**config.mk**
```make
export PLATFORM = sky130hd
export DESIGN_NAME = rgb565_byte_assembler_flat
export DESIGN_NICKNAME = d
export VERILOG_FILES = /design/src/rtl/rgb565_byte_assembler_if.sv /design/src/rtl/rgb565_byte_assembler.sv /design/src/flat_wrapper.sv
export SDC_FILE = /design/constraint.sdc
export NUM_CORES = 1
export LEC_CHECK = 0
export BUFFER_PORTS_ARGS = -buffer_cell sky130_fd_sc_hd__buf_2
export CAP_MARGIN = 20
export CORE_ASPECT_RATIO = 0.8
export CORE_MARGIN = 8
export CORE_UTILIZATION = 52
export CTS_BUF_LIST = sky130_fd_sc_hd__clkbuf_4 sky130_fd_sc_hd__clkbuf_8
export DETAILED_ROUTE_END_ITERATION = 7
export GPL_TIMING_DRIVEN = 1
export PLACE_DENSITY = 0.76
export SLEW_MARGIN = 10
export SYNTH_ARGS = -nofsm -noshare
export SYNTH_HDL_FRONTEND = slang
export SYNTH_SLANG_ARGS = --single-unit
```
**constraint.sdc**
```tcl
create_clock -name S_AXIS_ACLK -period 2.65 [get_ports S_AXIS_ACLK]
set_input_delay 0.53 -clock S_AXIS_ACLK [delete_from_list [all_inputs] [get_ports S_AXIS_ACLK]]
set_output_delay 0.53 -clock S_AXIS_ACLK [all_outputs]
set_load 0.03 [all_outputs]
```
**src/rtl/rgb565_byte_assembler_if.sv**
```systemverilog
// rgb565_byte_assembler_if: camera byte stream and RGB565 video stream bundles.
interface byte_axis_if;
  logic [7:0] S_AXIS_TDATA;
  logic       S_AXIS_TVALID;
  logic       S_AXIS_TUSER;
  logic       S_AXIS_TREADY;
  modport master (output S_AXIS_TDATA, S_AXIS_TVALID, S_AXIS_TUSER, input S_AXIS_TREADY);
  modport slave  (input S_AXIS_TDATA, S_AXIS_TVALID, S_AXIS_TUSER, output S_AXIS_TREADY);
endinterface

interface video_axis_if;
  logic [15:0] M_AXIS_VIDEO_TDATA;
  logic        M_AXIS_TVALID;
  logic        M_AXIS_VIDEO_TLAST;
  logic        M_AXIS_VIDEO_TUSER;
  logic        M_AXIS_VIDEO_TREADY;
  modport master (output M_AXIS_VIDEO_TDATA, M_AXIS_TVALID, M_AXIS_VIDEO_TLAST, M_AXIS_VIDEO_TUSER,
                  input M_AXIS_VIDEO_TREADY);
  modport slave  (input M_AXIS_VIDEO_TDATA, M_AXIS_TVALID, M_AXIS_VIDEO_TLAST, M_AXIS_VIDEO_TUSER,
                  output M_AXIS_VIDEO_TREADY);
endinterface

```
**src/rtl/rgb565_byte_assembler.sv**
```systemverilog
// rgb565_byte_assembler: pairs camera bytes into RGB565 pixels with SoF/EoL sideband.
module rgb565_byte_assembler #(
  parameter int H_ACTIVE  = 640,
  parameter int V_ACTIVE  = 480,
  parameter bit MSB_FIRST = 1'b1
) (
  input  logic         S_AXIS_ACLK,
  input  logic         s_axis_aresetn,
  byte_axis_if.slave   s_axis,
  video_axis_if.master m_axis,
  output logic         o_frame_err,
  output logic [15:0]  o_frame_count
);
  localparam int CW = H_ACTIVE > 1 ? $clog2(H_ACTIVE) : 1;
  localparam int RW = V_ACTIVE > 1 ? $clog2(V_ACTIVE) : 1;
  localparam logic [CW-1:0] COL_LAST = CW'(H_ACTIVE - 1);
  localparam logic [RW-1:0] ROW_LAST = RW'(V_ACTIVE - 1);

  typedef enum logic [1:0] {WAIT_SOF, BYTE0, BYTE1} state_e;

  state_e        state_q, state_d;
  logic [7:0]    first_q, first_d;
  logic [CW-1:0] col_q, col_d;
  logic [RW-1:0] row_q, row_d;
  logic [15:0]   tdata_q, tdata_d;
  logic          tvalid_q, tvalid_d;
  logic          tlast_q, tlast_d;
  logic          tuser_q, tuser_d;
  logic          err_q, err_d;
  logic [15:0]   cnt_q, cnt_d;
  logic          tready, beat, sof, last_col, last_row;

  // BYTE1 may only accept when the single output slot is free or draining
  assign tready   = s_axis_aresetn && (state_q != BYTE1 || !tvalid_q || m_axis.M_AXIS_VIDEO_TREADY);
  assign beat     = s_axis.S_AXIS_TVALID && tready;
  assign sof      = s_axis.S_AXIS_TUSER;
  assign last_col = col_q == COL_LAST;
  assign last_row = row_q == ROW_LAST;

  always_comb begin
    state_d  = state_q;
    first_d  = first_q;
    col_d    = col_q;
    row_d    = row_q;
    tdata_d  = tdata_q;
    tlast_d  = tlast_q;
    tuser_d  = tuser_q;
    cnt_d    = cnt_q;
    tvalid_d = tvalid_q && !m_axis.M_AXIS_VIDEO_TREADY;
    err_d    = beat && sof && state_q != WAIT_SOF;
    if (beat && sof) begin
      first_d = s_axis.S_AXIS_TDATA;
      col_d   = '0;
      row_d   = '0;
      state_d = BYTE1;
    end else if (beat && state_q == BYTE0) begin
      first_d = s_axis.S_AXIS_TDATA;
      state_d = BYTE1;
    end else if (beat && state_q == BYTE1) begin
      tdata_d  = MSB_FIRST ? {first_q, s_axis.S_AXIS_TDATA} : {s_axis.S_AXIS_TDATA, first_q};
      tvalid_d = 1'b1;
      tuser_d  = col_q == '0 && row_q == '0;
      tlast_d  = last_col;
      col_d    = last_col ? '0 : col_q + 1'b1;
      row_d    = !last_col ? row_q : last_row ? '0 : row_q + 1'b1;
      cnt_d    = cnt_q + 16'(last_col && last_row);
      state_d  = last_col && last_row ? WAIT_SOF : BYTE0;
    end
  end

  always_ff @(posedge S_AXIS_ACLK) begin
    if (!s_axis_aresetn) begin
      state_q  <= WAIT_SOF;
      first_q  <= '0;
      col_q    <= '0;
      row_q    <= '0;
      tdata_q  <= '0;
      tvalid_q <= 1'b0;
      tlast_q  <= 1'b0;
      tuser_q  <= 1'b0;
      err_q    <= 1'b0;
      cnt_q    <= '0;
    end else begin
      state_q  <= state_d;
      first_q  <= first_d;
      col_q    <= col_d;
      row_q    <= row_d;
      tdata_q  <= tdata_d;
      tvalid_q <= tvalid_d;
      tlast_q  <= tlast_d;
      tuser_q  <= tuser_d;
      err_q    <= err_d;
      cnt_q    <= cnt_d;
    end
  end

  assign s_axis.S_AXIS_TREADY      = tready;
  assign m_axis.M_AXIS_VIDEO_TDATA = tdata_q;
  assign m_axis.M_AXIS_TVALID      = tvalid_q;
  assign m_axis.M_AXIS_VIDEO_TLAST = tlast_q;
  assign m_axis.M_AXIS_VIDEO_TUSER = tuser_q;
  assign o_frame_err               = err_q;
  assign o_frame_count             = cnt_q;
endmodule

```
**src/flat_wrapper.sv**
```systemverilog
// flat-port wrapper written by rule: the top's interface ports become plain ports
module rgb565_byte_assembler_flat 
#(
  parameter int H_ACTIVE  = 640,
  parameter int V_ACTIVE  = 480,
  parameter bit MSB_FIRST = 1'b1
)
  (S_AXIS_ACLK, s_axis_aresetn, o_frame_err, o_frame_count, s_axis_S_AXIS_TDATA, s_axis_S_AXIS_TVALID, s_axis_S_AXIS_TUSER, s_axis_S_AXIS_TREADY, m_axis_M_AXIS_VIDEO_TDATA, m_axis_M_AXIS_TVALID, m_axis_M_AXIS_VIDEO_TLAST, m_axis_M_AXIS_VIDEO_TUSER, m_axis_M_AXIS_VIDEO_TREADY);
  byte_axis_if s_axis_i ();
  video_axis_if m_axis_i ();
  input  logic S_AXIS_ACLK;
  input  logic s_axis_aresetn;
  output logic o_frame_err;
  output logic [15:0] o_frame_count;
  input wire logic [$bits(s_axis_i.S_AXIS_TDATA)-1:0] s_axis_S_AXIS_TDATA;
  input wire logic [$bits(s_axis_i.S_AXIS_TVALID)-1:0] s_axis_S_AXIS_TVALID;
  input wire logic [$bits(s_axis_i.S_AXIS_TUSER)-1:0] s_axis_S_AXIS_TUSER;
  output wire logic [$bits(s_axis_i.S_AXIS_TREADY)-1:0] s_axis_S_AXIS_TREADY;
  output wire logic [$bits(m_axis_i.M_AXIS_VIDEO_TDATA)-1:0] m_axis_M_AXIS_VIDEO_TDATA;
  output wire logic [$bits(m_axis_i.M_AXIS_TVALID)-1:0] m_axis_M_AXIS_TVALID;
  output wire logic [$bits(m_axis_i.M_AXIS_VIDEO_TLAST)-1:0] m_axis_M_AXIS_VIDEO_TLAST;
  output wire logic [$bits(m_axis_i.M_AXIS_VIDEO_TUSER)-1:0] m_axis_M_AXIS_VIDEO_TUSER;
  input wire logic [$bits(m_axis_i.M_AXIS_VIDEO_TREADY)-1:0] m_axis_M_AXIS_VIDEO_TREADY;
  assign s_axis_i.S_AXIS_TDATA = s_axis_S_AXIS_TDATA;
  assign s_axis_i.S_AXIS_TVALID = s_axis_S_AXIS_TVALID;
  assign s_axis_i.S_AXIS_TUSER = s_axis_S_AXIS_TUSER;
  assign s_axis_S_AXIS_TREADY = s_axis_i.S_AXIS_TREADY;
  assign m_axis_M_AXIS_VIDEO_TDATA = m_axis_i.M_AXIS_VIDEO_TDATA;
  assign m_axis_M_AXIS_TVALID = m_axis_i.M_AXIS_TVALID;
  assign m_axis_M_AXIS_VIDEO_TLAST = m_axis_i.M_AXIS_VIDEO_TLAST;
  assign m_axis_M_AXIS_VIDEO_TUSER = m_axis_i.M_AXIS_VIDEO_TUSER;
  assign m_axis_i.M_AXIS_VIDEO_TREADY = m_axis_M_AXIS_VIDEO_TREADY;
  rgb565_byte_assembler #(.H_ACTIVE(H_ACTIVE), .V_ACTIVE(V_ACTIVE), .MSB_FIRST(MSB_FIRST)) u_core (.S_AXIS_ACLK(S_AXIS_ACLK), .s_axis_aresetn(s_axis_aresetn), .s_axis(s_axis_i), .m_axis(m_axis_i), .o_frame_err(o_frame_err), .o_frame_count(o_frame_count));
endmodule
```
Word level (Yosys, flattened, before mapping)
Cells that the tools add are included.
Storage, ports and cells
  register bits: 65
  output and inout port bits: 37
  logic and storage cells: 56
Cells by class
  add/sub/neg operators: 3
  eq/ne operators: 5
  muxes and demuxes: 11
  bitwise gates (word level): 3
  reductions and logical operators: 23
Operators with widths (count)
  16-bit by 1-bit adder with 16-bit output: 1
  8-bit 2-to-1 mux: 2
  10-bit by 1-bit adder with 10-bit output, second input constant: 1
  10-bit equality test, second input constant: 1
  10-bit zero test: 1
  10-bit 2-to-1 mux: 1
  9-bit by 1-bit adder with 9-bit output, second input constant: 1
  9-bit equality test, second input constant: 1
  1-bit logical AND: 9
  9-bit zero test: 1
  9-bit 2-to-1 mux: 1
  2-bit 2-to-1 mux: 3
  3-bit AND reduction: 2
  1-bit 2-to-1 mux: 4
  2-bit nonzero test: 2
  1-bit inverter: 3
  3-bit nonzero test: 1
  3-bit OR reduction: 1
  2-bit by 1-bit equality test with 1-bit output, second input constant: 1
  2-bit equality test, second input constant: 1
  1-bit zero test: 2
  1-bit logical OR: 2
  2-bit != test, second input constant: 1
  2-bit AND reduction: 1
  2-bit OR reduction: 1

Depth between registers and ports, before layout
  depth in word-level cells: 9
  gate-level depth with buffers: 10
  depth with buffers taken out: 10

Worst setup path before layout
No wires, ideal clock.
  path kind: reg2reg
  start: reg u_core.col_q[1]
  end: reg u_core.cnt_q[14], in the netlist u_core.o_frame_count[14]
  library setup time: 71 ps
  arrival: 2464 ps
  data required time: 2579 ps
  slack: 116 ps
  stages on the path, launching flop included: 11
  path buffers: 0
  period minus slack after synthesis: 2534 ps
  cells stage by stage: dfxtp_1 ha_1 and4bb_2 and4_1 and2_1 ha_1 ha_1 nand3_1 nand2b_1 or4_1 a21oi_1
Between the ends
  word-level cells in the longest chain between the ends: 3
Ends and longest elaborated chain
  from (decl): line rgb565_byte_assembler.sv:23  | logic [CW-1:0] col_q, col_d;
  from (signal assigned): line rgb565_byte_assembler.sv:86  | col_q <= col_d;
  10-bit equality test: line rgb565_byte_assembler.sv:37  | assign last_col = col_q == COL_LAST;
  1-bit logical AND: line rgb565_byte_assembler.sv:66  | cnt_d = cnt_q + 16'(last_col && last_row);
  16-bit by 1-bit adder with 16-bit output: line rgb565_byte_assembler.sv:66
  to (signal assigned): line rgb565_byte_assembler.sv:93  | cnt_q <= cnt_d;
  to (decl): line rgb565_byte_assembler.sv:30  | logic [15:0] cnt_q, cnt_d;
No other way between the ends.
A chain may end at the register's enable or synchronous reset.

Worst setup path in the final report
  start: reg u_core.row_q[1]
  end: reg u_core.cnt_q[14], in the netlist u_core.o_frame_count[14]
Between the ends
  word-level cells in the longest chain between the ends: 3
Ends and longest elaborated chain
  from (decl): line rgb565_byte_assembler.sv:24  | logic [RW-1:0] row_q, row_d;
  from (signal assigned): line rgb565_byte_assembler.sv:87  | row_q <= row_d;
  9-bit equality test: line rgb565_byte_assembler.sv:38  | assign last_row = row_q == ROW_LAST;
  1-bit logical AND: line rgb565_byte_assembler.sv:66
  16-bit by 1-bit adder with 16-bit output: line rgb565_byte_assembler.sv:66
No other way between the ends.

==> impl_results.md <==
* CP arrival at 2.78 ns
* Logic pwr share at 3.7%
* Worst setup EP type: flip-flop
* Setup TNS at 0 ns
* R2R Path End: u_core.o_frame_count[14]$_SDFFE_PN0P_
* Die area at 8430 sq um
* Die span in y at 83.7 um
* CTS H-tree lvls at 3
* Pin slew with the least headroom to its limit at 0.635 ns
* Met3 Use GR at 5.92%
* Synth async-reset ratio at 0%
* Clock power frac at 47.3%
* Leakage Power at 1.36 nW
* Ys flop type: dfxtp_1
* Vias in the first global route at 2581
* Register area share after synthesis at 43.6%
* HPWL Detailed at 5420 um
* Power share of the sequential group at 49.1%
* N_diodes at 0
* Worst min path class: in -> reg
* Synthesized cell area at 2980 sq um
* CTS Hold Bufs at 0
* Via density at 5.81
* Psw at 0.432 mW
* CP Launch Type: flip-flop
* PortBufs at 49
* DRT Pass-1 Iters at 5
* I/O pin total at 50
* Tmin final at 2.50 ns
* Initial core utilization at 54.3%
* Largest cells by area after synthesis: dfxtp_1 44%, a21oi_1 8.9%, nand2_1 6.8%
* Die width at 101 um
* WHS Path Cells at 3
* Final wirelength at 7780 um
* Hold path start: s_axis_S_AXIS_TDATA[4]
* Register-to-register setup slack at 0.15 ns
* Dpl ws at 0.0140 ns
* Pwr Density at 552 nW/um^2
* Fin crit share at 94.2%
* F_max at 401 MHz
* Share of cells above drive strength 1 at 23.8%
* VDD IR max at 0.399 mV
* Routed len/inst at 15.5 um
* Slew Limit Fails at 0
* Synth Instances at 358
* Max Cap Viol at 0
* Post-synth EDFFs at 0
* Most common cell after layout, fill and taps aside: dfxtp_1
* Gr busiest metal: met2
* End-of-flow core utilization at 66.5%
* Routing usage on met2 at 27.4%
* Largest net degree at the start of global routing at 27
* Leading area contributor after synthesis: dfxtp_1
* CTS tree: built
* #FFs+latches synth at 65
* Root buf cell: clkbuf_8
* Drc violations at 0
* End of the worst hold path: u_core.m_axis.M_AXIS_VIDEO_TDATA[4]$_SDFFE_PN0P_
* Leading cell types in the layout, fill and taps excluded: 61 x dfxtp_1, 54 x nand2_1, 52 x a21oi_1
* Maximum clock path buffer count at 2
* M1 GR Usage at 23.6%
* Crit path kind: reg -> reg
* # rows at 24
* Syn_area_per_cell at 8.33 sq um
* Unrepaired setup endpoints after global routing: false
* Critical-path maximum fanout at 6
* Final setup margin at 0.153 ns
* Clock sinks at 65
* DRT antenna net count at 0
* Internal power at 1.58 mW
* Req. time, crit path at 2.93 ns
* Final instance count without filler cells at 502
* GP Congestion at 0.935
* Top cell type's share of synthesized area at 43.6%
* R2R cell count at 10
* Final hold vios at 0
* Core ar. at 5500 sq um
* Switching share of power at 21.5%
* Outcome: finished, final reports clean
* First-pass GRT wire length at 12400 um
* Final Skew at 0.0120 ns
* Final net count at 438
* Slew headroom at 57.5%
* Initial antenna violation count at 0
* Area grow syn2layout at 22.5%
* Synthesis Warnings at 0
* Num CTS Buffers at 9
* Worst-Skew Late Latency at 0.34 ns
* Initial DRC count at 182
* Global Route Usage Sum at 18.0%
* Final setup fails at 0
* Synthesized netlist net count at 377
* Synth unique cells at 48
* Total congestion overflow at 0
* Dpl cells at 484
* Clock slew at reported path FFs at 0.07 ns
* Vias at 2917
* R2r startpoint: u_core.row_q[1]$_SDFFE_PP0P_
layer usage:
metal  vias to the layer above  part of all wire, %
met2                       112                   46
met4                         0                 0.98
met1                      1349                   45
met5                         -                    0
li1                       1448                    -
met3                         8                  8.0
cell usage after synthesis, types with 6 or more instances:
cell      instances
nor2_1           13
and4_1            7
clkbuf_1         12
inv_1             6
ha_1              6
o21ai_0          14
a21oi_1          53
xnor2_1           7
o31ai_1          11
nor4_1            7
or4_1            12
nand2_1          54
dfxtp_1          65
nand3_1          25
nand4_1           8
cells by family (layout without fill, tap and decap cells):
group / after synthesis / count (layout) / share of synthesized area [%]
XOR/XNOR: 10 / 10 / 2.94
multiplexers: 1 / 1 / 0.336
flip-flops: 65 / 65 / 43.6
adder cells (fa/ha/maj): 6 / 6 / 2.52
buffers and inverters: 26 / 92 / 3.90
AO/OA/AOI/OAI: 93 / 93 / 18.0
AND/OR/NAND/NOR: 157 / 157 / 28.6
power by group through the flow:
stage / Combinational [mW] / Clock [mW] / Sequential [mW]
floorplan: 0.0440 / 0 / 1.01
CTS: 0.0736 / 0.965 / 0.988
finish: 0.0740 / 0.953 / 0.988
global route: 0.0801 / 1.02 / 0.989
global placement: 0.0721 / 0 / 1.01
detailed placement: 0.0729 / 0 / 1.01
worst max-delay path, stage by stage, from the launching register on:
cell	delay, ns
dfxtp_2	0.37
ha_1	0.17
and4b_1	0.22
and4_4	0.25
and2_1	0.13
ha_2	0.18
ha_1	0.16
nand3_1	0.11
nand2b_4	0.19
or4_1	0.52
a21oi_2	0.14
flip-flops by register name, indices dropped and copies added (netlist names):
signal                            cells
u_core.state_q                        2
u_core.m_axis.M_AXIS_TVALID           1
u_core.m_axis.M_AXIS_VIDEO_TUSER      1
u_core.col_q                         10
u_core.m_axis.M_AXIS_VIDEO_TDATA     16
u_core.m_axis.M_AXIS_VIDEO_TLAST      1
u_core.first_q                        8
u_core.o_frame_count                 16
u_core.o_frame_err                    1
u_core.row_q                          9
layout make-up:
type	count	area, sq um
multi-input combinational	267	1600
fill	478	1840
clock buffer	11	151
sequential	65	1310
tap	78	97.6
clock inverter	5	77.6
inverter	7	26.3
timing repair buffer	69	395
metrics by stage:
step / hold WS, ns / total power, mW / cell area [sq um]
6_report: 0.436 / 2.01 / 3650
3_5_place_dp: 0.443 / 1.08 / 3380
2_1_floorplan: 0.428 / 1.06 / 2980
5_1_grt: 0.424 / 2.09 / 3650
4_1_cts: 0.431 / 2.03 / 3610
3_3_place_gp: 0.436 / 1.08 / 3380
timing repair:
item / 4_1_cts / 5_1_grt
gates cloned: 0 / 0
resized for setup: 1 / 10
setup buffers: 0 / 2
setup endpoints to repair: 1 / 7
worst max path at each step:
stage                                             from                                     to  depth (start not counted)
after global routing      u_core.row_q[0]$_SDFFE_PP0P_  u_core.o_frame_count[14]$_SDFFE_PN0P_                         10
after floorplan           u_core.col_q[1]$_SDFFE_PP0P_  u_core.o_frame_count[14]$_SDFFE_PN0P_                         10
final                     u_core.row_q[1]$_SDFFE_PP0P_  u_core.o_frame_count[14]$_SDFFE_PN0P_                         10
after CTS                 u_core.col_q[1]$_SDFFE_PP0P_  u_core.o_frame_count[14]$_SDFFE_PN0P_                         10
after global placement    u_core.col_q[1]$_SDFFE_PP0P_  u_core.o_frame_count[14]$_SDFFE_PN0P_                         10
after detailed placement  u_core.col_q[1]$_SDFFE_PP0P_  u_core.o_frame_count[14]$_SDFFE_PN0P_                         10
(Power assumes the default switching activity.)
